**config.mk**
```make
export PLATFORM = sky130hd
export DESIGN_NAME = ram_scan_reader
export DESIGN_NICKNAME = d
export VERILOG_FILES = /design/src/rtl/ram_scan_pkg.sv /design/src/rtl/ram_scan_reader_tick_gen.sv /design/src/rtl/ram_scan_reader.sv
export SDC_FILE = /design/constraint.sdc
export NUM_CORES = 1
export LEC_CHECK = 0
export ABC_AREA = 1
export BUFFER_PORTS_ARGS = -buffer_cell sky130_fd_sc_hd__buf_2
export CAP_MARGIN = 20
export CORE_MARGIN = 1
export CORE_UTILIZATION = 60
export DETAILED_ROUTE_END_ITERATION = 6
export PLACE_DENSITY = 0.81
export SLEW_MARGIN = 25
export SYNTH_ARGS = -nofsm -noshare
export SYNTH_HDL_FRONTEND = slang
export SYNTH_HIERARCHICAL = 1
export SYNTH_SLANG_ARGS = --single-unit
```
**constraint.sdc**
```tcl
create_clock -name clk -period 3.2 [get_ports clk]
set_clock_uncertainty 0.05 [all_clocks]
set_input_delay 0.32 -clock clk [delete_from_list [all_inputs] [get_ports clk]]
set_output_delay 0.32 -clock clk [all_outputs]
set_load 0.005 [all_outputs]
```
**src/rtl/ram_scan_pkg.sv**
```systemverilog
// ram_scan_pkg: shared state encoding and default widths for the RAM scan reader.
package ram_scan_pkg;
  typedef enum logic {S_WAIT, S_SHOW} scan_state_t;
  localparam int DEF_ADDR_WIDTH = 5;
  localparam int DEF_DATA_WIDTH = 4;
endpackage

```
**src/rtl/ram_scan_reader_tick_gen.sv**
```systemverilog
// tick_gen: prescaler emitting a one-cycle tick every TICKS_PER_STEP enabled cycles.
module tick_gen #(
  parameter int TICKS_PER_STEP = 50_000_000
) (
  input  logic clk,
  input  logic reset,
  input  logic enable,
  output logic tick
);
  localparam int CW = $clog2(TICKS_PER_STEP);
  logic [CW-1:0] cnt;
  assign tick = enable && cnt == CW'(TICKS_PER_STEP - 1);
  // Held at zero while disabled so re-enable restarts a full period.
  always_ff @(posedge clk)
    cnt <= (reset || !enable || tick) ? '0 : cnt + 1'b1;
endmodule

```
**src/rtl/ram_scan_reader.sv**
```systemverilog
// ram_scan_reader: walks a synchronous RAM read port and latches address/data for display.
// Optional single-step input enabled by defining RAM_SCAN_STEP_EN.
module ram_scan_reader
  import ram_scan_pkg::*;
#(
  parameter int ADDR_WIDTH     = DEF_ADDR_WIDTH,
  parameter int DATA_WIDTH     = DEF_DATA_WIDTH,
  parameter int TICKS_PER_STEP = 50_000_000,
  parameter int RD_LATENCY     = 2
) (
  input  logic                  clk,
  input  logic                  reset,
  input  logic                  enable,
  input  logic                  load,
  input  logic [ADDR_WIDTH-1:0] load_addr,
  output logic [ADDR_WIDTH-1:0] rd_addr,
  input  logic [DATA_WIDTH-1:0] rd_data,
  output logic [ADDR_WIDTH-1:0] disp_addr,
  output logic [DATA_WIDTH-1:0] disp_data,
  output logic                  disp_valid
`ifdef RAM_SCAN_STEP_EN
  ,
  input  logic                  step
`endif
);
  localparam int WCW = $clog2(RD_LATENCY + 2);
  scan_state_t state, state_nx;
  logic [WCW-1:0] wait_cnt;
  logic [ADDR_WIDTH-1:0] pend_addr, adv_addr;
  logic load_pend, tick, step_ev, done, adv;
  tick_gen #(.TICKS_PER_STEP(TICKS_PER_STEP)) u_tick (
    .clk(clk),
    .reset(reset),
    .enable(enable),
    .tick(tick)
  );
`ifdef RAM_SCAN_STEP_EN
  assign step_ev = step && !enable;
`else
  assign step_ev = 1'b0;
`endif
  always_ff @(posedge clk)
    state <= reset ? S_WAIT : state_nx;
  always_comb
    state_nx = done ? S_SHOW : adv ? S_WAIT : state;
  // Capture lands RD_LATENCY+1 edges after rd_addr moved.
  always_comb begin
    done     = state == S_WAIT && wait_cnt == WCW'(RD_LATENCY);
    adv      = state == S_SHOW && (load_pend || load || tick || step_ev);
    adv_addr = load_pend ? pend_addr : load ? load_addr : rd_addr + 1'b1;
  end
  always_ff @(posedge clk) begin
    if (reset) begin
      wait_cnt   <= '0;
      rd_addr    <= '0;
      disp_addr  <= '0;
      disp_data  <= '0;
      disp_valid <= 1'b0;
      load_pend  <= 1'b0;
      pend_addr  <= '0;
    end else begin
      wait_cnt  <= adv ? '0 : (state == S_WAIT && !done) ? wait_cnt + 1'b1 : wait_cnt;
      load_pend <= state == S_WAIT && (load_pend || load);
      if (state == S_WAIT && load) pend_addr <= load_addr;
      if (adv) rd_addr <= adv_addr;
      if (done) begin
        disp_addr  <= rd_addr;
        disp_data  <= rd_data;
        disp_valid <= 1'b1;
      end
    end
  end
endmodule

```
* Yosys cells after proc, flatten, opt, wreduce, memory -nomap -nowiden
Index checks and enable logic that the tools add are counted.
** Word-level totals
- Register bits after elaboration :: 50
- Input bits :: 13
- Word-level logic and storage cells :: 33
** Operators by class
- Add/subtract/negate cells :: 3
- Equality and inequality tests :: 2
- Multiplexer cells :: 4
- Bitwise logic cells :: 1
- Reduce and logical (&&, ||, !) cells :: 14
** Operators by type and width (number)
- $add 26x1->26 const B :: 1
- $eq 26x26->1 const B :: 1
- $mux 5 :: 2
- $logic_and 1x1->1 :: 6
- $add 5x1->5 const B :: 1
- $logic_or 1x1->1 :: 4
- $add 2x1->2 const B :: 1
- $eq 2x2->1 const B :: 1
- $logic_not 1->1 :: 2
- $mux 1 :: 2
- $reduce_bool 2->1 :: 1
- $reduce_or 2->1 :: 1
- $not 1->1 :: 1

* Depth between registers and ports, before layout
Gate-level depths: netlist of run 1.
- Word-level depth :: 6
- Depth in mapped cells :: 14
- Depth with buffers taken out :: 14

* Cells and area by module
Netlist of run 1, hierarchy kept.
** Modules (own cells, without submodules)
- tick_gen :: times used 1, cells each 214, area an instance 1467.7 um^2, seq. area each 520.5 um^2
- ram_scan_reader :: times used 1, cells each 141, area an instance 1057.3 um^2, seq. area each 480.5 um^2

* Least setup slack after synthesis of run 1
Ideal clock, no wire load.
- Path kind :: reg2reg
- Start point :: register u_tick.cnt[0]
- End point :: register rd_addr[0]
- Library setup time :: 0.069 ns
- Arrival time :: 1.470 ns
- Setup slack :: 1.612 ns
- Stages on the path, launching flop included :: 14
- Buffers on the path :: 0
- Period minus slack after synthesis :: 1.588 ns
- Path through :: dfxtp_1 -> ha_1 -> nand2_2 -> nor2_4 -> nand2_2 -> nor2_2 -> nand3_2 -> inv_1 -> inv_1 -> nand2_2 -> nand2_4 -> inv_4 -> nand2_1 -> o21ai_1
** Between the ends
- Word-level cells in the longest chain between the ends :: 4
** Ends and longest elaborated chain
- start: declaration :: RTL line ram_scan_reader_tick_gen.sv:11 : logic [CW-1:0] cnt;
- start signal: assignment :: RTL line ram_scan_reader_tick_gen.sv:15 : cnt <= (reset || !enable || tick) ? '0 : cnt + 1'b1;
- $eq 26x26->1 :: RTL line ram_scan_reader_tick_gen.sv:12 : assign tick = enable && cnt == CW'(TICKS_PER_STEP - 1);
- $logic_and 1x1->1 :: RTL line ram_scan_reader_tick_gen.sv:12
- named net tick :: RTL line ram_scan_reader.sv:30 : logic load_pend, tick, step_ev, done, adv;
- $logic_or 1x1->1 :: RTL line ram_scan_reader.sv:49 : adv = state == S_SHOW && (load_pend || load || tick || step_ev);
- $logic_and 1x1->1 :: RTL line ram_scan_reader.sv:49
- end signal: assignment :: RTL line ram_scan_reader.sv:65 : if (adv) rd_addr <= adv_addr;
- end: declaration :: RTL line ram_scan_reader.sv:16 : output logic [ADDR_WIDTH-1:0] rd_addr,
The timed path passes the listed nets, and every way through them passes these cells.
A chain may end at the register's enable or synchronous reset.

* Worst setup path in the final report of run 1
- Start point :: register u_tick.cnt[0]
- End point :: register rd_addr[2]
Same word-level chain as after synthesis.

==> results of run 1 <==
## synth_stat cells (4+ instances only)
cell type	n	share of area, %
sky130_fd_sc_hd__inv_2	7	1.0
sky130_fd_sc_hd__o21ai_0	19	3.8
sky130_fd_sc_hd__dfxtp_1	50	40
sky130_fd_sc_hd__nor2_2	26	6.4
sky130_fd_sc_hd__o21ai_1	4	0.79
sky130_fd_sc_hd__nor2_1	51	7.6
sky130_fd_sc_hd__nand3_1	19	3.8
sky130_fd_sc_hd__xnor2_1	6	2.1
sky130_fd_sc_hd__nand4_1	5	1.2
sky130_fd_sc_hd__nand2_1	84	12
sky130_fd_sc_hd__inv_1	33	4.9
sky130_fd_sc_hd__a21oi_1	16	3.2
sky130_fd_sc_hd__xor2_1	5	1.7
sky130_fd_sc_hd__nor2_4	4	1.8
## power by group through the flow
stage / Sequential [µW] / Clock, µW / Combinational (µW)
6_report: 746 / 451 / 300
5_1_grt: 756 / 487 / 349
4_1_cts: 745 / 459 / 301
3_5_place_dp: 759 / 0 / 299
3_3_place_gp: 758 / 0 / 292
2_1_floorplan: 751 / 0 / 232
## worst max-delay path, cell delays in order (launching register included)
cell	delay [ns]
sky130_fd_sc_hd__dfxtp_1	0.37
sky130_fd_sc_hd__ha_1	0.21
sky130_fd_sc_hd__nand2_2	0.08
sky130_fd_sc_hd__nor2_4	0.17
sky130_fd_sc_hd__nand2_2	0.08
sky130_fd_sc_hd__nor2_2	0.10
sky130_fd_sc_hd__nand3_2	0.11
sky130_fd_sc_hd__inv_1	0.07
sky130_fd_sc_hd__inv_1	0.04
sky130_fd_sc_hd__nand2_2	0.07
sky130_fd_sc_hd__nand2_4	0.07
sky130_fd_sc_hd__inv_4	0.08
sky130_fd_sc_hd__nand2_1	0.09
sky130_fd_sc_hd__o21ai_1	0.16
## sequential cells by signal, indices dropped and copies added (netlist names)
name        count
u_tick/cnt     26
disp_addr       5
pend_addr       5
rd_addr         5
disp_data       4
wait_cnt        2
disp_valid      1
load_pend       1
state           1
## area by class of cell
class / instances / area (µm²)
multi-input cells: 258 / 1295
clock inverters: 3 / 45.04
clock buffers: 5 / 68.82
inverters: 41 / 156.4
well taps: 50 / 62.56
flip-flops and latches: 50 / 1001
fillers: 379 / 1265
repair buffers: 27 / 135.1
## cells in the final DEF (no fill, tap or decap), drive strengths merged, types with 3 or more instances in the layout
| master | n |
|---|---|
| a21oi | 17 |
| buf | 27 |
| clkbuf | 5 |
| dfxtp | 50 |
| ha | 3 |
| inv | 41 |
| nand2 | 90 |
| nand3 | 20 |
| nand4 | 5 |
| nor2 | 81 |
| o21ai | 23 |
| xnor2 | 6 |
| xor2 | 5 |
## metrics by stage
stage          setup WS [ns]  cells  cell area [µm²]  util, %  total power (µW)
2_1_floorplan          1.612    355             2525        -             983.5
3_3_place_gp           1.519    426             2650    65.78              1050
3_5_place_dp           1.433    426             2650    65.78              1058
4_1_cts                1.384    434             2764    68.60              1505
5_1_grt                1.292    434             2764    68.60              1592
6_report               1.381    434             2764    68.60              1497
## worst max-delay path by stage
| stage | slack (ns) | cells past startpoint | from | to |
|---|---|---|---|---|
| 2_1_floorplan | 1.61 | 13 | u_tick/cnt[0]$_SDFF_PP0_ | rd_addr[0]$_SDFFE_PP0P_ |
| 3_3_place_gp | 1.52 | 13 | u_tick/cnt[0]$_SDFF_PP0_ | rd_addr[0]$_SDFFE_PP0P_ |
| 3_5_place_dp | 1.43 | 13 | u_tick/cnt[0]$_SDFF_PP0_ | rd_addr[2]$_SDFFE_PP0P_ |
| 4_1_cts | 1.38 | 13 | u_tick/cnt[0]$_SDFF_PP0_ | rd_addr[2]$_SDFFE_PP0P_ |
| 5_1_grt | 1.29 | 13 | u_tick/cnt[0]$_SDFF_PP0_ | rd_addr[2]$_SDFFE_PP0P_ |
| 6_report | 1.38 | 13 | u_tick/cnt[0]$_SDFF_PP0_ | rd_addr[2]$_SDFFE_PP0P_ |
## routing by layer
layer / GRT usage [%] / vias to the layer above / share of wire [%]
met1: 33.19 / 985 / 50
met4: 7.713 / 0 / 1.4
li1: - / 1169 / -
met2: 36.87 / 41 / 45
met3: 5.479 / 7 / 4.0
met5: 0 / - / 0
## cells by family (layout without fill, tap and decap cells)
| kind of cell | Yosys count | count (layout) | synth area share (%) |
|---|---|---|---|
| buffers and inverters | 47 | 76 | 9.069 |
| and+or+nand+nor | 202 | 202 | 37.31 |
| AOI/OAI and AO/OA | 42 | 42 | 8.672 |
| DFF | 50 | 50 | 39.64 |
| xor gates and xnor gates | 11 | 11 | 3.816 |
| adders and majority gates | 3 | 3 | 1.487 |
==> flow_summary.json, run 1 <==
{
  "outcome": "complete, no violations",
  "critical_path.reg2reg.startpoint": "u_tick/cnt[0]$_SDFF_PP0_",
  "required_ns": 3.39,
  "drtAntennaViolNets": 0,
  "maximum_number_of_pins_on_one_net_before_global_route_repair": 27,
  "ys_types": 28,
  "hold_path.class": "in -> reg",
  "slack_of_the_worst_reg_to_reg_path_ns": 1.38,
  "cts.clk_slew.worst_paths_ns": 0.09,
  "final_net_count": 399,
  "actual_slew_at_the_worst_max_slew_pin_ns": 0.4054,
  "placeableCoreArea_um2": 4029,
  "synth_to_layout_area_growth_pct": 9.465,
  "timing.final.crit_share_pct": 56.85,
  "power.switching_uw": 448.3,
  "comb_power_share_pct": 20.0,
  "remaining_global_route_overflow": 0,
  "worst_hold_slack_ns": 0.2040,
  "netSwitchingFraction_pct": 29.95,
  "worst_ep_arrival_time_ns": 2.01,
  "crit_type": "reg -> reg",
  "reg2regPathDepth": 13,
  "report.final.hold_viol_count": 0,
  "grt_antenna_before_repair": 0,
  "cts-buffers-inserted": 5,
  "synth_seq_cells": 50,
  "postCtsSetupRepairBufs": 0,
  "timing_max_transition_violations_final": 0,
  "placementRows": 23,
  "rsz0062_at_grt": "false",
  "hold_buffers": 0,
  "track_usage_pct": 24.08,
  "port_buffer_cells": 27,
  "clk_path_buf_depth": 2,
  "critical_path.reg2reg.endpoint": "rd_addr[2]$_SDFFE_PP0P_",
  "ios": 28,
  "max_freq_mhz": 549.7,
  "hold_path_end": "disp_data[0]$_SDFFE_PP0P_",
  "die_width_um": 66.87,
  "antennaDiodeCount": 0,
  "cts_repair_resize_count": 0,
  "max-cap-violations": 0,
  "routed_wl_um": 4951,
  "hold-path-cell-count": 3,
  "post_drt_wl_per_cell_um": 11.41,
  "powerDensity_nw_per_um2": 541.4,
  "drcViolationCount": 0,
  "clock_latency_ns": 0.31,
  "yosys_most_used_dff": "sky130_fd_sc_hd__dfxtp_1",
  "drt_pass1_iterations": 4,
  "power.static_leakage_uw": 0.001085,
  "timing.critical_path.to_type": "flip-flop",
  "layout-drive-gt1-share_pct": 21.09,
  "peakVddDrop_mv": 0.4740,
  "cellInternalPower_uw": 1048,
  "share_clk_of_total_power_pct": 30.1,
  "grt_pass1_wl_um": 8183,
  "worstPathMaxFanout": 7,
  "synth_seq_area_share_pct": 39.64,
  "power_frac_seq_pct": 49.8,
  "hold_start": "rd_data[0]",
  "period_needed_ns": 1.819,
  "detailedRoute.firstIterationViolations": 129,
  "initial_utilization_pct": 62.67,
  "synth.cell_area_um2": 2525,
  "postSynthNetCount": 371,
  "cts.htree.levels": 2,
  "setup_total_negative_slack_ns": 0,
  "die_h_um": 66.87,
  "synthesis.yosys.warnings": 6,
  "avgViaCountPerCell": 5.074,
  "synthCells": 355,
  "postSynth.asyncResetShare_pct": 0,
  "clock_sink_count": 50,
  "syn_avg_cell_area_um2": 7.112,
  "synth_enable_flop_cells": 0,
  "place_hpwl_um": 3610,
  "grt_pass1_vias": 1893,
  "crit_path_start_kind": "flip-flop",
  "via_count": 2202,
  "count_of_endpoints_failing_setup_in_the_final_report": 0,
  "design.die.area_um2": 4472,
  "cts_tree": "done",
  "cts.root.buffer_cell": "sky130_fd_sc_hd__clkbuf_8",
  "place_congestion": 0.8871,
  "timing.slew.headroom_pct": 72.95
}
(Power assumes the default switching activity.)
==> run 2: changes to the inputs <==
--- a/config.mk
+++ b/config.mk
@@ -9,9 +9,9 @@
 export BUFFER_PORTS_ARGS = -buffer_cell sky130_fd_sc_hd__buf_2
 export CAP_MARGIN = 20
 export CORE_MARGIN = 1
-export CORE_UTILIZATION = 60
+export CORE_UTILIZATION = 52
 export DETAILED_ROUTE_END_ITERATION = 6
-export PLACE_DENSITY = 0.81
+export PLACE_DENSITY = 0.75
 export SLEW_MARGIN = 25
 export SYNTH_ARGS = -nofsm -noshare
 export SYNTH_HDL_FRONTEND = slang
==> constraint.sdc (replaced) <==
create_clock -name clk -period 1.5 [get_ports clk]
set_clock_uncertainty 0.05 [all_clocks]
set_input_delay 0.15 -clock clk [delete_from_list [all_inputs] [get_ports clk]]
set_output_delay 0.15 -clock clk [all_outputs]
set_load 0.005 [all_outputs]
==> flow_summary.json, run 2 (synthesis gave the netlist of run 1 again) <==
{
  "outcome": "finished, violations left",
  "failed_checks": "setup timing",
  "track_usage_pct": 22.04,
  "fin_util_pct": 67.75,
  "layout.cells.most_common": "sky130_fd_sc_hd__nand2_1",
  "timing.critical_path.to_type": "flip-flop",
  "final_net_count": 422,
  "power_frac_seq_pct": 50.4,
  "clk_path_buf_depth": 2,
  "count_of_endpoints_failing_setup_in_the_final_report": 6,
  "period_needed_ns": 1.515,
  "antennaDiodeCount": 0,
  "powerDensity_nw_per_um2": 1029,
  "die_width_um": 71.68,
  "clock_latency_ns": 0.31,
  "remaining_global_route_overflow": 0,
  "critical_path.endpoint": "state$_SDFFE_PP0P_",
  "grt_use_met3_pct": 4.219,
  "critical_path.reg2reg.endpoint": "state$_SDFFE_PP0P_",
  "port_buffer_cells": 27,
  "comb_power_share_pct": 22.3,
  "required_ns": 1.66,
  "largest_reg_flops": 26,
  "layout-drive-gt1-share_pct": 28.99,
  "timing.slew.headroom_pct": 70.11,
  "grt_pass1_vias": 2016,
  "placedCellCount": 448,
  "actual_slew_at_the_worst_max_slew_pin_ns": 0.4479,
  "place_congestion": 0.8340,
  "worst_hold_slack_ns": 0.02727,
  "top_register": "u_tick/cnt",
  "worstSetupStartpoint": "u_tick/cnt[1]$_SDFF_PP0_",
  "post_drt_wl_per_cell_um": 11.71,
  "design.die.area_um2": 5138,
  "worst_ep_arrival_time_ns": 1.68,
  "detailedRoute.firstIterationViolations": 109,
  "drcViolationCount": 0,
  "power.switching_uw": 1010,
  "slack_of_the_worst_reg_to_reg_path_ns": -0.02,
  "clock_sink_count": 50,
  "netSwitchingFraction_pct": 32.18,
  "grt_pass1_wl_um": 8901,
  "max-cap-violations": 0,
  "globalRouteMet2Util_pct": 33.65,
  "report.final.hold_viol_count": 0,
  "cts_tree": "done",
  "timing.final.crit_share_pct": 101.0,
  "synth_to_layout_area_growth_pct": 20.86,
  "max_freq_mhz": 659.9,
  "power.static_leakage_uw": 0.001262,
  "crit_path_start_kind": "flip-flop",
  "timing_max_transition_violations_final": 0,
  "final_cell_mix": "80 x sky130_fd_sc_hd__nand2_1, 48 x sky130_fd_sc_hd__nor2_1, 48 x sky130_fd_sc_hd__dfxtp_1",
  "share_clk_of_total_power_pct": 27.3,
  "die_h_um": 71.68,
  "post_layout_nonfiller_instances": 459,
  "cellInternalPower_uw": 2129,
  "cts.clk_slew.worst_paths_ns": 0.10,
  "cts.root.buffer_cell": "sky130_fd_sc_hd__clkbuf_8",
  "groute.layer.met1.usage_pct": 31.39,
  "place_hpwl_um": 3876,
  "critical_path.reg2reg.startpoint": "u_tick/cnt[1]$_SDFF_PP0_",
  "timing.final.ws_setup_ns": -0.01543,
  "worstPathMaxFanout": 5,
  "maximum_number_of_pins_on_one_net_before_global_route_repair": 20,
  "initial_utilization_pct": 56.06,
  "placeableCoreArea_um2": 4504,
  "placementRows": 24,
  "ios": 28,
  "grt_antenna_before_repair": 0,
  "crit_type": "reg -> reg",
  "drtAntennaViolNets": 0,
  "hold_path.class": "in -> reg",
  "avgViaCountPerCell": 4.898,
  "cts.htree.levels": 2,
  "cts-buffers-inserted": 5,
  "via_count": 2248,
  "grt.busiest_layer": "met2",
  "routed_wl_um": 5374,
  "rsz0062_at_grt": "true",
  "setup_total_negative_slack_ns": -0.03503,
  "fin_total_pwr_uw": 3139,
  "drt_pass1_iterations": 5,
  "reg2regPathDepth": 14,
  "peakVddDrop_mv": 0.6126
}
## run 2: layer usage
| metal | vias up | wire length [µm] |
|---|---|---|
| met5 | - | 0 |
| met4 | 0 | 41 |
| met3 | 5 | 166 |
| met2 | 37 | 2416 |
| met1 | 990 | 2749 |
| li1 | 1216 | - |
## run 2: metrics by stage
stage,worst slack (ns),instance area [µm²]
floorplan,-0.03777,2540
global placement,0.02755,2843
detailed placement,-0.01990,2843
CTS,-0.001512,2948
global route,-0.1643,3052
finish,-0.01543,3052
## run 2: final cells by class
cell class	instances	area [µm²]
fillers	391	1453
multi-input cells	258	1358
flip-flops and latches	50	1003
repair buffers	50	371.6
inverters	41	156.4
clock buffers	5	68.82
well taps	52	65.06
clock inverters	3	28.78
## run 2: power groups by stage
stage	Sequential [µW]	Clock [µW]	Combinational [µW]
after CTS	1580	880	675
after global placement	1610	0	656
after floorplan	1600	0	496
after global routing	1600	925	809
after detailed placement	1610	0	671
final	1580	857	699
## run 2: how the worst min path moves through the flow
stage | from | end | depth (start not counted)
floorplan | reset | disp_valid$_SDFFE_PP0P_ | 1
global placement | rd_data[2] | disp_data[2]$_SDFFE_PP0P_ | 3
detailed placement | rd_data[1] | disp_data[1]$_SDFFE_PP0P_ | 3
CTS | rd_data[1] | disp_data[1]$_SDFFE_PP0P_ | 3
global route | rd_data[0] | disp_data[0]$_SDFFE_PP0P_ | 3
finish | rd_data[1] | disp_data[1]$_SDFFE_PP0P_ | 3
## run 2: timing repair
item                                    CTS  global route
pin swaps                                 4             1
hold buffers                              0             0
gates resized for setup                   2            13
setup buffers                             0             0
gates cloned                              0             3
hold endpoints to repair                  0             0
endpoints found under the setup margin   21            34
## run 2: critical path, stage by stage, from the launching register on
cell and delay [ns]:
sky130_fd_sc_hd__dfxtp_2 0.36, sky130_fd_sc_hd__ha_4 0.15, sky130_fd_sc_hd__nand2_4 0.05, sky130_fd_sc_hd__nor2_4 0.10
sky130_fd_sc_hd__nand2_2 0.06, sky130_fd_sc_hd__nor2_2 0.09, sky130_fd_sc_hd__nand3_2 0.08, sky130_fd_sc_hd__inv_2 0.06
sky130_fd_sc_hd__inv_2 0.03, sky130_fd_sc_hd__nand2_2 0.07, sky130_fd_sc_hd__nand2_4 0.07, sky130_fd_sc_hd__inv_4 0.09
sky130_fd_sc_hd__nor2_4 0.04, sky130_fd_sc_hd__inv_2 0.08, sky130_fd_sc_hd__nor2_1 0.04
==> run 3: changes to the inputs <==
--- a/config.mk
+++ b/config.mk
@@ -11,6 +11,7 @@
 export CORE_MARGIN = 1
 export CORE_UTILIZATION = 52
 export DETAILED_ROUTE_END_ITERATION = 6
+export GPL_TIMING_DRIVEN = 0
 export PLACE_DENSITY = 0.75
 export SLEW_MARGIN = 25
 export SYNTH_ARGS = -nofsm -noshare
==> flow_summary.json, run 3 (synthesis gave the netlist of run 1 again) <==
{
  "timing.slew.headroom_pct": 75.88,
  "powerDensity_nw_per_um2": 1144,
  "share_clk_of_total_power_pct": 32.9,
  "layout.cells.most_common": "sky130_fd_sc_hd__nand2_1",
  "timing_max_transition_violations_final": 0,
  "drcViolationCount": 0,
  "clk_path_buf_depth": 2,
  "max-cap-violations": 0,
  "clock_sink_count": 50,
  "hold_buffers": 0,
  "drtAntennaViolNets": 0,
  "cellInternalPower_uw": 2473,
  "sequential_cell_area_um2": 1007,
  "period_needed_ns": 1.604,
  "hold_path.class": "in -> reg",
  "cts.htree.levels": 2,
  "power_frac_seq_pct": 45.7,
  "path_buf_inv": 4,
  "worst_hold_slack_ns": 0.04118,
  "place_hpwl_um": 3861,
  "top_register": "u_tick/cnt",
  "clock_latency_ns": 0.31,
  "rsz0062_at_grt": "true",
  "cts.clk_slew.worst_paths_ns": 0.10,
  "antennaDiodeCount": 0,
  "grt_pass1_vias": 2022,
  "timing.final.crit_share_pct": 106.9,
  "routed_wl_um": 5380,
  "worst_path_cell_with_the_longest_stage_delay": "sky130_fd_sc_hd__dfxtp_2",
  "actual_slew_at_the_worst_max_slew_pin_ns": 0.3604,
  "worst_ep_arrival_time_ns": 1.75,
  "peakVddDrop_mv": 0.8225,
  "grt_pass1_wl_um": 8997,
  "maximum_number_of_pins_on_one_net_before_global_route_repair": 17,
  "critical_path.endpoint": "wait_cnt[1]$_SDFFE_PP0P_",
  "crit_path_start_kind": "flip-flop",
  "via_count": 2281,
  "avgViaCountPerCell": 5.046,
  "cts.root.buffer_cell": "sky130_fd_sc_hd__clkbuf_8",
  "placedCellCount": 434,
  "filler_cell_count": 414,
  "crit_type": "reg -> reg",
  "place_congestion": 0.8307,
  "ios": 28,
  "netSwitchingFraction_pct": 28.15,
  "fin_util_pct": 66.78,
  "cp_slowest_stage_delay_ns": 0.36,
  "layout-drive-gt1-share_pct": 27.00,
  "crit_path_leading_delay_family": "simple AND/OR/NAND/NOR gates",
  "outcome": "finished, violations left",
  "cts-buffers-inserted": 5,
  "slack_of_the_worst_reg_to_reg_path_ns": -0.10,
  "initial_utilization_pct": 56.06,
  "critical_path.reg2reg.endpoint": "wait_cnt[1]$_SDFFE_PP0P_",
  "detailedRoute.firstIterationViolations": 98,
  "port_buffer_cells": 27,
  "comb_power_share_pct": 21.4,
  "synth_to_layout_area_growth_pct": 19.13,
  "largest_reg_flops": 26,
  "worstSetupStartpoint": "u_tick/cnt[1]$_SDFF_PP0_",
  "critical_path.reg2reg.startpoint": "u_tick/cnt[1]$_SDFF_PP0_",
  "grt_antenna_before_repair": 0,
  "drt_pass1_iterations": 4,
  "cts_tree": "done",
  "max_freq_mhz": 623.4,
  "worstPathCellList": "ha_4, nand2_2, nor2_4, nand2_2, nor2_2, nand3_2, inv_2, inv_2, nand2_2, nand2_4, inv_4, nor2_4, inv_2, a21oi_2",
  "placeableCoreArea_um2": 4504,
  "final_net_count": 415,
  "die_h_um": 71.68,
  "multi_input_area_um2": 1324,
  "remaining_global_route_overflow": 0,
  "track_usage_pct": 22.15,
  "dp_slack_ns": -0.1806,
  "failed_checks": "setup timing",
  "required_ns": 1.64,
  "post_layout_nonfiller_instances": 452,
  "reg2regPathDepth": 14,
  "timing.final.ws_setup_ns": -0.1041,
  "post_drt_wl_per_cell_um": 11.90,
  "timing.critical_path.to_type": "flip-flop",
  "critical_path_cell_count": 14,
  "die_width_um": 71.68,
  "report.final.hold_viol_count": 0,
  "final_cell_mix": "82 x sky130_fd_sc_hd__nand2_1, 50 x sky130_fd_sc_hd__nor2_1, 45 x sky130_fd_sc_hd__dfxtp_1",
  "design.die.area_um2": 5138,
  "power.static_leakage_uw": 0.001209,
  "worstPathMaxFanout": 5,
  "count_of_endpoints_failing_setup_in_the_final_report": 34,
  "placementRows": 24,
  "power.switching_uw": 968.9
}
run 3: changes by cell type in the layout (fill, tap and decap cells not counted), sizes merged:
cell    delta
bufinv     +2
clkbuf     +2
buf        -9
inv        -2
run 3: routing by layer:
metal	up-vias	global-route usage (%)	share of wire (%)
met3	7	4.360	3.7
li1	1208	-	-
met4	0	5.229	0.99
met2	36	36.37	46
met1	1030	30.11	49
met5	-	0	0
run 3: worst min-delay path by stage:
stage,start,to,cells after the start
finish,rd_data[1],disp_data[1]$_SDFFE_PP0P_,3
global route,rd_data[2],disp_data[2]$_SDFFE_PP0P_,3
CTS,load_addr[3],pend_addr[3]$_SDFFE_PP0P_,3
detailed placement,rd_data[3],disp_data[3]$_SDFFE_PP0P_,3
global placement,rd_data[2],disp_data[2]$_SDFFE_PP0P_,3
floorplan,reset,disp_valid$_SDFFE_PP0P_,1
run 3: per-stage QoR:
stage / total power, µW / setup TNS (ns) / instance area (µm²)
2_1_floorplan: 2100 / -0.2478 / 2540
3_3_place_gp: 2296 / -2.198 / 2740
3_5_place_dp: 2317 / -2.079 / 2740
4_1_cts: 3448 / -1.439 / 2917
5_1_grt: 3648 / -4.102 / 3008
6_report: 3442 / -2.087 / 3008
run 3: final cells by class:
type / count / area share [%]
Buffer: 6 / 2.413
Clock buffer: 5 / 2.288
Clock inverter: 3 / 2.288
Inverter: 41 / 5.200
Multi-Input combinational cell: 258 / 44.01
Sequential cell: 50 / 33.49
Tap cell: 52 / 2.163
Timing Repair Buffer: 37 / 8.153
run 3: repair_timing:
action                                  in CTS  in global routing
setup buffers                                4                  4
endpoints found under the setup margin      28                 31
gates cloned                                 0                  2
resized for setup                            3                  7
pin swaps                                    9                  7
run 3: worst min-delay path, cell delays in order:
cell	delay, ns
sky130_fd_sc_hd__buf_2	0.07
sky130_fd_sc_hd__o21ai_0	0.07
sky130_fd_sc_hd__nor2_1	0.07
run 3: power by group through the flow:
stage | clock network (µW) | logic, µW | registers, µW
finish | 1130 | 736 | 1570
global route | 1210 | 846 | 1590
CTS | 1160 | 720 | 1570
detailed placement | 0 | 713 | 1600
global placement | 0 | 696 | 1600
floorplan | 0 | 496 | 1600
